## src/rtl/pipe_pkg.sv

```systemverilog
// pipe_pkg: shared state encoding and default parameters for the pipeline sequencer
package pipe_pkg;
  typedef enum logic [1:0] {RUN, MEM_WAIT, FLUSH} state_t;
  localparam int TIMEOUT_DEF = 255;
  localparam int CNT_W_DEF = 16;
endpackage

```

## src/rtl/pipe_seq_if.sv

```systemverilog
// pipe_seq_if: hazard/memory event inputs and stage control outputs of the sequencer
interface pipe_seq_if import pipe_pkg::*; #(
  parameter int CNT_W = CNT_W_DEF
);
  logic hazard_nop, mispredict, dmem_req, dmem_ack;
  logic stall_if, stall_id, stall_ex, stall_mem;
  logic flush_id, flush_ex, redirect, dmem_abort, mem_err;
  logic [CNT_W-1:0] stall_cnt, flush_cnt;
  modport master (
    output hazard_nop, mispredict, dmem_req, dmem_ack,
    input  stall_if, stall_id, stall_ex, stall_mem, flush_id, flush_ex,
    input  redirect, dmem_abort, mem_err, stall_cnt, flush_cnt
  );
  modport slave (
    input  hazard_nop, mispredict, dmem_req, dmem_ack,
    output stall_if, stall_id, stall_ex, stall_mem, flush_id, flush_ex,
    output redirect, dmem_abort, mem_err, stall_cnt, flush_cnt
  );
endinterface

```

## src/rtl/sat_cnt.sv

```systemverilog
// sat_cnt: enabled up-counter that holds at all-ones
module sat_cnt #(
  parameter int W = 16
) (
  input  logic         clk,
  input  logic         rst_n,
  input  logic         i_en,
  output logic [W-1:0] o_cnt
);
  logic [W-1:0] r_cnt;
  always_ff @(posedge clk or negedge rst_n)
    if (!rst_n) r_cnt <= '0;
    else if (i_en && r_cnt != '1) r_cnt <= r_cnt + W'(1);
  assign o_cnt = r_cnt;
endmodule

```

## src/rtl/pipe_seq.sv

```systemverilog
// pipe_seq: pipeline stall/flush sequencer for load-use hazards, mispredicts and memory waits
// Control outputs are Mealy on state and inputs; mem_err and the perf counters are registered.
module pipe_seq import pipe_pkg::*; #(
  parameter int TIMEOUT = TIMEOUT_DEF,
  parameter int CNT_W   = CNT_W_DEF
) (
  input logic       clk,
  input logic       rst_n,
  pipe_seq_if.slave bus
);
  state_t r_state, w_next;
  logic [7:0] r_wait;
  logic r_mem_err;
  logic w_mem_hold, w_abort, w_ev, w_mis, w_haz;
  logic w_stall_fe, w_stall_be, w_flush_id, w_flush_ex;
  logic [CNT_W-1:0] w_stall_cnt, w_flush_cnt;
  // w_ev marks cycles where mispredict/hazard_nop are honoured: RUN without a new wait, or the ack cycle
  assign w_mem_hold = rst_n && !bus.dmem_ack &&
                      ((r_state == RUN && bus.dmem_req) || (r_state == MEM_WAIT && r_wait != 8'(TIMEOUT)));
  assign w_abort    = rst_n && r_state == MEM_WAIT && !bus.dmem_ack && r_wait == 8'(TIMEOUT);
  assign w_ev       = rst_n && ((r_state == RUN && !w_mem_hold) || (r_state == MEM_WAIT && bus.dmem_ack));
  assign w_mis      = w_ev && bus.mispredict;
  assign w_haz      = w_ev && !bus.mispredict && bus.hazard_nop;
  always_ff @(posedge clk or negedge rst_n)
    if (!rst_n) begin
      r_state   <= RUN;
      r_wait    <= '0;
      r_mem_err <= 1'b0;
    end else begin
      r_state   <= w_next;
      r_wait    <= w_mem_hold ? (r_state == MEM_WAIT ? r_wait + 8'd1 : 8'd1) : r_wait;
      r_mem_err <= r_mem_err | w_abort;
    end
  always_comb w_next = w_mem_hold ? MEM_WAIT : w_mis ? FLUSH : RUN;
  always_comb begin
    w_stall_fe = w_mem_hold || w_haz;
    w_stall_be = w_mem_hold;
    w_flush_id = w_mis || (rst_n && r_state == FLUSH);
    w_flush_ex = w_mis || w_haz;
  end
  assign bus.stall_if   = w_stall_fe;
  assign bus.stall_id   = w_stall_fe;
  assign bus.stall_ex   = w_stall_be;
  assign bus.stall_mem  = w_stall_be;
  assign bus.flush_id   = w_flush_id;
  assign bus.flush_ex   = w_flush_ex;
  assign bus.redirect   = w_mis;
  assign bus.dmem_abort = w_abort;
  assign bus.mem_err    = r_mem_err;
  assign bus.stall_cnt  = w_stall_cnt;
  assign bus.flush_cnt  = w_flush_cnt;
  sat_cnt #(.W(CNT_W)) u_stall_cnt (.clk(clk), .rst_n(rst_n), .i_en(w_stall_fe), .o_cnt(w_stall_cnt));
  sat_cnt #(.W(CNT_W)) u_flush_cnt (.clk(clk), .rst_n(rst_n), .i_en(w_mis), .o_cnt(w_flush_cnt));
endmodule

```

## src/flat_wrapper.sv

```systemverilog
// flat-port wrapper written by rule: the top's interface ports become plain ports
module pipe_seq_flat import pipe_pkg::*;
#(
  parameter int TIMEOUT = TIMEOUT_DEF,
  parameter int CNT_W   = CNT_W_DEF
)
  (clk, rst_n, bus_hazard_nop, bus_mispredict, bus_dmem_req, bus_dmem_ack, bus_stall_if, bus_stall_id, bus_stall_ex, bus_stall_mem, bus_flush_id, bus_flush_ex, bus_redirect, bus_dmem_abort, bus_mem_err, bus_stall_cnt, bus_flush_cnt);
  pipe_seq_if #(.CNT_W(CNT_W)) bus_i ();
  input logic clk;
  input logic rst_n;
  input wire logic [$bits(bus_i.hazard_nop)-1:0] bus_hazard_nop;
  input wire logic [$bits(bus_i.mispredict)-1:0] bus_mispredict;
  input wire logic [$bits(bus_i.dmem_req)-1:0] bus_dmem_req;
  input wire logic [$bits(bus_i.dmem_ack)-1:0] bus_dmem_ack;
  output wire logic [$bits(bus_i.stall_if)-1:0] bus_stall_if;
  output wire logic [$bits(bus_i.stall_id)-1:0] bus_stall_id;
  output wire logic [$bits(bus_i.stall_ex)-1:0] bus_stall_ex;
  output wire logic [$bits(bus_i.stall_mem)-1:0] bus_stall_mem;
  output wire logic [$bits(bus_i.flush_id)-1:0] bus_flush_id;
  output wire logic [$bits(bus_i.flush_ex)-1:0] bus_flush_ex;
  output wire logic [$bits(bus_i.redirect)-1:0] bus_redirect;
  output wire logic [$bits(bus_i.dmem_abort)-1:0] bus_dmem_abort;
  output wire logic [$bits(bus_i.mem_err)-1:0] bus_mem_err;
  output wire logic [$bits(bus_i.stall_cnt)-1:0] bus_stall_cnt;
  output wire logic [$bits(bus_i.flush_cnt)-1:0] bus_flush_cnt;
  assign bus_i.hazard_nop = bus_hazard_nop;
  assign bus_i.mispredict = bus_mispredict;
  assign bus_i.dmem_req = bus_dmem_req;
  assign bus_i.dmem_ack = bus_dmem_ack;
  assign bus_stall_if = bus_i.stall_if;
  assign bus_stall_id = bus_i.stall_id;
  assign bus_stall_ex = bus_i.stall_ex;
  assign bus_stall_mem = bus_i.stall_mem;
  assign bus_flush_id = bus_i.flush_id;
  assign bus_flush_ex = bus_i.flush_ex;
  assign bus_redirect = bus_i.redirect;
  assign bus_dmem_abort = bus_i.dmem_abort;
  assign bus_mem_err = bus_i.mem_err;
  assign bus_stall_cnt = bus_i.stall_cnt;
  assign bus_flush_cnt = bus_i.flush_cnt;
  pipe_seq #(.TIMEOUT(TIMEOUT), .CNT_W(CNT_W)) u_core (.clk(clk), .rst_n(rst_n), .bus(bus_i));
endmodule
```

## config.mk

```make
export PLATFORM = sky130hd
export DESIGN_NAME = pipe_seq_flat
export DESIGN_NICKNAME = d
export VERILOG_FILES = /design/src/rtl/pipe_pkg.sv /design/src/rtl/pipe_seq_if.sv /design/src/rtl/sat_cnt.sv /design/src/rtl/pipe_seq.sv /design/src/flat_wrapper.sv
export SDC_FILE = /design/constraint.sdc
export NUM_CORES = 1
export LEC_CHECK = 0
export ABC_AREA = 1
export CORE_ASPECT_RATIO = 0.7
export CORE_MARGIN = 10
export CORE_UTILIZATION = 37
export CTS_BUF_LIST = sky130_fd_sc_hd__clkbuf_16
export CTS_CLUSTER_DIAMETER = 80
export CTS_CLUSTER_SIZE = 14
export DETAILED_ROUTE_END_ITERATION = 6
export SLEW_MARGIN = 20
export SYNTH_ARGS = -nofsm -noshare
export SYNTH_HDL_FRONTEND = slang
export SYNTH_HIERARCHICAL = 1
export SYNTH_SLANG_ARGS = --single-unit
```

## constraint.sdc

```tcl
create_clock -name clk -period 2.95 [get_ports clk]
set_clock_uncertainty 0.2 [all_clocks]
set_input_delay 0.59 -clock clk [delete_from_list [all_inputs] [get_ports clk]]
set_output_delay 0.59 -clock clk [all_outputs]
set_load 0.05 [all_outputs]
```

==> results of run 1 <==
-- per-layer routing --
| layer | vias up | GRT usage (%) | routed length [microns] |
|---|---|---|---|
| li1 | 1325 | - | - |
| met1 | 1192 | 17.7 | 3500 |
| met2 | 61 | 18.8 | 2930 |
| met3 | 7 | 4.12 | 511 |
| met4 | 0 | 3.06 | 63 |
| met5 | - | 0 | 0 |
-- worst min-delay path by stage --
stage / start / to / slack, ns
2_1_floorplan: rst_n / u_core/bus.mem_err / 0.09
3_3_place_gp: u_core/bus.mem_err / u_core/bus.mem_err / 0.25
3_5_place_dp: u_core/bus.mem_err / u_core/bus.mem_err / 0.25
4_1_cts: rst_n / u_core/r_wait[3] / 0.14
5_1_grt: rst_n / u_core/r_wait[7] / 0.15
6_report: rst_n / u_core/r_wait[7] / 0.13
-- cell type report --
type,count,area [sq um]
Sequential cell,43,1080
Tap cell,98,123
Timing Repair Buffer,53,613
Inverter,42,158
Fill cell,742,3730
Clock buffer,5,125
Clock inverter,3,15.0
Multi-Input combinational cell,297,1510
-- critical path: cells and delay by family --
family                 cells  cell delay, ns
and+or+nand+nor            6            0.52
buffers and inverters      4            0.90
-- cell families (layout without fill, tap and decap cells) --
logic type / Yosys count / after routing / synth area share [%]
buffers and inverters: 49 / 103 / 8.28
xor gates and xnor gates: 13 / 13 / 4.05
DFF: 43 / 43 / 38.3
AOI/OAI and AO/OA: 26 / 26 / 5.17
adders and majority gates: 3 / 3 / 1.34
and+or+nand+nor: 255 / 255 / 42.9
-- timing repair --
item                       CTS  global route
hold endpoints to repair     0             0
resized for setup            0             2
setup endpoints to repair    0             2
setup buffers                0             0
-- through the flow --
stage	total power, uW	setup TNS [ns]	hold WS [ns]
after floorplan	1500	0	0.0944
after global placement	1850	0	0.249
after detailed placement	1850	0	0.249
after CTS	2400	0	0.138
after global routing	2530	-0.0259	0.154
final	2370	0	0.132
-- cell usage in the layout, fill, tap and decap left out --
master and n:
o21ai_0 17, nor2_4 10, nand4_1 16, nand3_1 21, o21ai_2 4, inv_1 40
nand4_4 2, nand3_2 1, nand2_1 148, dfrtp_1 43, nand2_2 12, clkinv_2 3
xor2_1 3, xnor2_1 10, buf_2 1, nor2_1 34, o21ai_1 4, a21oi_1 1
clkbuf_16 5, buf_4 5, buf_12 10, nor2_2 6, or2_1 1, nor3_1 1
clkdlybuf4s50_1 37, ha_1 3, nand2_4 3, inv_2 2
-- registers in the layout, indices dropped and copies added (netlist names) --
signal / cells
u_core/r_state: 2
u_core/u_flush_cnt/o_cnt: 16
u_core/u_stall_cnt/o_cnt: 16
u_core/r_wait: 8
u_core/bus.mem_err: 1
-- where the power goes --
part / switching, uW / leakage, uW / internal (uW)
clock network: 224 / 0.0000733 / 309
logic: 645 / 0.00101 / 333
registers: 163 / 0.000552 / 698
total: 1030 / 0.00164 / 1340
==> impl_metrics.csv, run 1 <==
group,metric,value,unit
synthesis,post-synth-top-count-cell,"nand2_1",
clocking,clock-sinks,43,
routing,wire_per_inst,13.0,microns
setup_path,slowest_stage,"clkdlybuf4s50_1",
clocking,ctsLongestPathBuffers,2,
setup_path,crit_type,"in -> out",
placed_design,placed_area,3470,sq um
pwr,leakagePower,0.00164,uW
clocking,htree_levels,2,
global_routing,grt_pass1_wl,12200,microns
synthesis,synth-edff-count,0,
timing,slew_headroom,65.7,%
setup_path,worst-r2r-cell-count,16,
timing,setup_ws,0.140,ns
clocking,cts_tree,"built",
setup_path,critPathArrivalTime,2.02,ns
timing,fin_crit,2.81,ns
setup_path,reg2reg_to,"u_core/u_flush_cnt/o_cnt[15]",
timing,period_share,95.2,%
synthesis,synth_area_per_cell,7.22,sq um
setup_path,cp-endpoint,"bus_redirect",
routing,drt-pass1-iter-count,4,
synthesis,synth_ff_type,"dfrtp_1",
setup_path,worst-r2r-setup-slack,0.51,ns
routing,via_per_inst,4.78,
finish,nets,451,
placed_design,numPortBuffers,46,
synthesis,syn_nets,398,
setup_path,start_kind,"input pin",
synthesis,synth_cell_types,25,
finish,diodes,0,
synthesis,netlist.area_leader.share,38.3,%
setup_path,startpoint,"bus_dmem_ack",
clocking,clkTransAtPathRegs,0.06,ns
synthesis,synth-seq-area-share,38.3,%
setup_path,timing.rr.start,"u_core/r_wait[0]",
clocking,cts_hold_buf,0,
pwr,vdd_drop_max,432,uV
floorplan,die_y,92.9,microns
floorplan,initial_utilization,38.2,%
global_routing,grt_pass1_vias,2515,
setup_path,worstPathRequired,2.16,ns
timing,maxSlewViolCount,0,
synthesis,netlist_instances,389,
synthesis,syn_area,2810,sq um
status,status,"completed",
pwr,p_per_area,656,nW/um^2
timing,worst_pin_slew,0.512,ns
finish,final_cell_area,3620,sq um
synthesis,synth_area_leaders,"dfrtp_1 (38%), nand2_1 (20%), inv_1 (5.3%)",
placed_design,pre_cts_slack,0.0172,ns
setup_path,path_cells,"clkdlybuf4s50_1 -> inv_1 -> nand2_1 -> nor2_4 -> nand2_4 -> nand3_1 -> nand2_2 -> nand3_2 -> inv_1 -> buf_12",
floorplan,die_w,124,microns
finish,area_growth,28.8,%
floorplan,coreArea,7350,sq um
setup_path,critPathMostFrequentCell,"inv_1",
synthesis,synth_commonest_cells,"nand2_1 (149), dfrtp_1 (43), inv_1 (40)",
finish,finalNonFillerCells,541,
floorplan,dieArea,11500,sq um
setup_path,crit_fanout,4,
clocking,numCtsBuffers,5,
placed_design,place_inst,533,
placed_design,dp_hpwl,5420,microns
finish,fin_util,49.2,%
timing,clock.fmax,0.356,GHz
timing,setup_viol,0,
placed_design,place.gp.congestion,0.844,
synthesis,yosys.area.top_type,"dfrtp_1",
floorplan,io_pins,47,
global_routing,antenna_found_initial,0,
global_routing,grt_max_degree,28,
floorplan,num_rows,26,
clocking,cts-root-buf,"clkbuf_16",
routing,dr.first_iter.drc_count,205,
routing,detail-route-antenna-nets,0,
synthesis,yosys_warnings,6,
clocking,clock_latency,0.28,ns
timing,hold_viol_final,0,
synthesis,synth_seq_cells,43,
routing,vias,2585,
routing,route.detailed.drc,0,
routing,drt-total-wl,7010,microns
finish,drive_above_1_share,14.4,%
job,cap_violations,0,
setup_path,slowest_delay,0.49,ns
global_routing,grt.total_usage,12.8,%
timing,rsz0062_at_grt,"true",
global_routing,overflow,0,
synthesis,synthArstFlopShare,100,%
hold_path,hold_class,"in -> async",
setup_path,cp-end-kind,"output port",
Power figures use the tool's default switching activity.
==> run 2: changes to the inputs <==
--- a/config.mk
+++ b/config.mk
@@ -6,13 +6,15 @@
 export NUM_CORES = 1
 export LEC_CHECK = 0
 export ABC_AREA = 1
+export CELL_PAD_IN_SITES_DETAIL_PLACEMENT = 0
+export CELL_PAD_IN_SITES_GLOBAL_PLACEMENT = 2
 export CORE_ASPECT_RATIO = 0.7
-export CORE_MARGIN = 10
-export CORE_UTILIZATION = 37
+export CORE_UTILIZATION = 30
 export CTS_BUF_LIST = sky130_fd_sc_hd__clkbuf_16
 export CTS_CLUSTER_DIAMETER = 80
 export CTS_CLUSTER_SIZE = 14
 export DETAILED_ROUTE_END_ITERATION = 6
+export PLACE_DENSITY_LB_ADDON = 0.1
 export SLEW_MARGIN = 20
 export SYNTH_ARGS = -nofsm -noshare
 export SYNTH_HDL_FRONTEND = slang
==> run 2 against run 1 <==
Net effect: count of clock-buffer cells in the layout is the same; register-to-register slack improved by 0.08 ns; worst setup slack got worse by 0.0065 ns; sequential cell count unchanged; largest cell class unchanged; maximum frequency decreased by 0.23%; die area is 15% lower; sequential share of layout area down 0.18 points; power down 0.18%; wire length grew 2.1%; hold slack improved by 0.024 ns; critical endpoint is now bus_stall_id; final cell count is 5.0% higher.
==> impl_metrics.csv, run 2 (synthesis results as in run 1) <==
group,metric,value,unit
routing,drt-pass1-iter-count,4,
setup_path,timing.rr.start,"u_core/r_wait[0]",
placed_design,dp_hpwl,5420,microns
global_routing,grt_max_degree,24,
placed_design,numPortBuffers,46,
finish,mostFrequentLayoutCells,"nand2_1 (149), dfrtp_1 (43), inv_1 (42)",
routing,wl_met1,4110,microns
pwr,clockPowerShare,22.3,%
setup_path,start_kind,"input pin",
finish,diodes,0,
routing,dr_wl_met3,265,microns
clocking,clock_latency,0.28,ns
finish,area_growth,29.6,%
timing,clock.fmax,0.355,GHz
global_routing,overflow,0,
clocking,clock-sinks,43,
finish,mostFrequentLayoutCell,"nand2_1",
pwr,finalPower,2370,uW
pwr,vdd_drop_max,510,uV
setup_path,startpoint,"bus_dmem_ack",
routing,wl_met2,2720,microns
clocking,cts-root-buf,"clkbuf_16",
routing,drt-total-wl,7160,microns
setup_path,worstPathRequired,2.16,ns
pwr,switching_share,43.6,%
setup_path,worst-r2r-setup-slack,0.59,ns
global_routing,grt_pass1_vias,2448,
global_routing,grt.total_usage,16.2,%
floorplan,initial_utilization,31.0,%
clocking,post_cts_buffers,0,
timing,period_share,95.5,%
setup_path,cp-end-kind,"output port",
status,status,"completed",
clocking,clkTransAtPathRegs,0.06,ns
routing,wire_per_inst,12.6,microns
floorplan,io_pins,47,
floorplan,die_y,83.0,microns
pwr,p_int,1330,uW
pwr,leakagePower,0.00164,uW
pwr,power.switching,1030,uW
pwr,seqPwrFrac,36.6,%
global_routing,grt_pass1_wl,12500,microns
placed_design,place.gp.congestion,0.776,
floorplan,die_w,118,microns
finish,drive_above_1_share,14.0,%
global_routing,antenna_found_initial,0,
hold_path,hold_class,"in -> async",
setup_path,critPathArrivalTime,2.03,ns
timing,slew_headroom,65.9,%
floorplan,coreArea,9070,sq um
timing,fin_tns_setup,0,ns
pwr,p_comb_share,41.1,%
routing,via_per_inst,4.40,
timing,rsz0062_at_grt,"false",
setup_path,reg2reg_to,"u_core/u_stall_cnt/o_cnt[15]",
routing,detail-route-antenna-nets,0,
pwr,p_per_area,650,nW/um^2
finish,nets,452,
routing,dr.first_iter.drc_count,130,
routing,vias,2500,
timing,setup_viol,0,
timing,hold_viol_final,0,
setup_path,worst-r2r-cell-count,17,
setup_path,crit_type,"in -> out",
timing,fin_crit,2.82,ns
routing,route.detailed.drc,0,
clocking,ctsLongestPathBuffers,2,
routing,highest_layer,"met4",
clocking,cts_tree,"built",
setup_path,crit_fanout,5,
timing,worst_pin_slew,0.509,ns
timing,maxSlewViolCount,0,
floorplan,dieArea,9760,sq um
clocking,numCtsBuffers,5,
job,cap_violations,0,
setup_path,cp-endpoint,"bus_stall_id",
clocking,htree_levels,2,
floorplan,num_rows,29,
## run 2: final cells by class
| type | instances | area [sq um] |
|---|---|---|
| fillers | 979 | 5430 |
| multi-input cells | 297 | 1500 |
| clock inverters | 3 | 12.5 |
| well taps | 124 | 155 |
| repair buffers | 54 | 611 |
| inverters | 42 | 158 |
| clock buffers | 5 | 125 |
| flip-flops and latches | 43 | 1080 |
## run 2: metrics by stage
step	instance area [sq um]	hold slack, ns	instances	setup slack (ns)	utilization, %
2_1_floorplan	2810	0.0944	389	0.225	-
3_3_place_gp	3490	0.247	559	0.144	38.5
3_5_place_dp	3490	0.259	559	0.132	38.5
4_1_cts	3640	0.174	568	0.121	40.1
5_1_grt	3640	0.186	568	0.00168	40.1
6_report	3640	0.156	568	0.134	40.1
## run 2: worst max-delay path: stages
cell and delay, ns:
clkdlybuf4s50_1 0.48, inv_1 0.06, nand2_1 0.11, nor2_4 0.05, nand2_4 0.09, nand3_1 0.08, nand2_2 0.08, nand3_1 0.08
nand2_1 0.12, buf_12 0.13, buf_12 0.13
## run 2: power by group through the flow
stage	logic, uW	registers (uW)	clock network, uW
finish	972	867	528
detailed placement	971	876	0
floorplan	341	1160	0
global route	1060	896	590
CTS	979	869	560
global placement	973	880	0
## run 2: timing repair
action	CTS	global route
gates resized for setup	0	1
endpoints found under the hold margin	6	0
endpoints found under the setup margin	0	1
hold buffers	1	0
## run 2: worst min-delay path by stage
| stage | start | endpoint | slack (ns) | cells past startpoint |
|---|---|---|---|---|
| 2_1_floorplan | rst_n | u_core/bus.mem_err | 0.09 | 0 |
| 3_3_place_gp | u_core/bus.mem_err | u_core/bus.mem_err | 0.25 | 1 |
| 3_5_place_dp | u_core/bus.mem_err | u_core/bus.mem_err | 0.26 | 1 |
| 4_1_cts | rst_n | u_core/u_flush_cnt/o_cnt[14] | 0.17 | 2 |
| 5_1_grt | rst_n | u_core/r_state[1] | 0.19 | 2 |
| 6_report | rst_n | u_core/r_state[1] | 0.16 | 2 |
## run 2: per-layer routing
| metal | up-vias | GRT usage [%] |
|---|---|---|
| li1 | 1327 | - |
| met1 | 1122 | 24.8 |
| met2 | 43 | 22.2 |
| met3 | 8 | 3.85 |
| met4 | 0 | 4.20 |
| met5 | - | 0 |
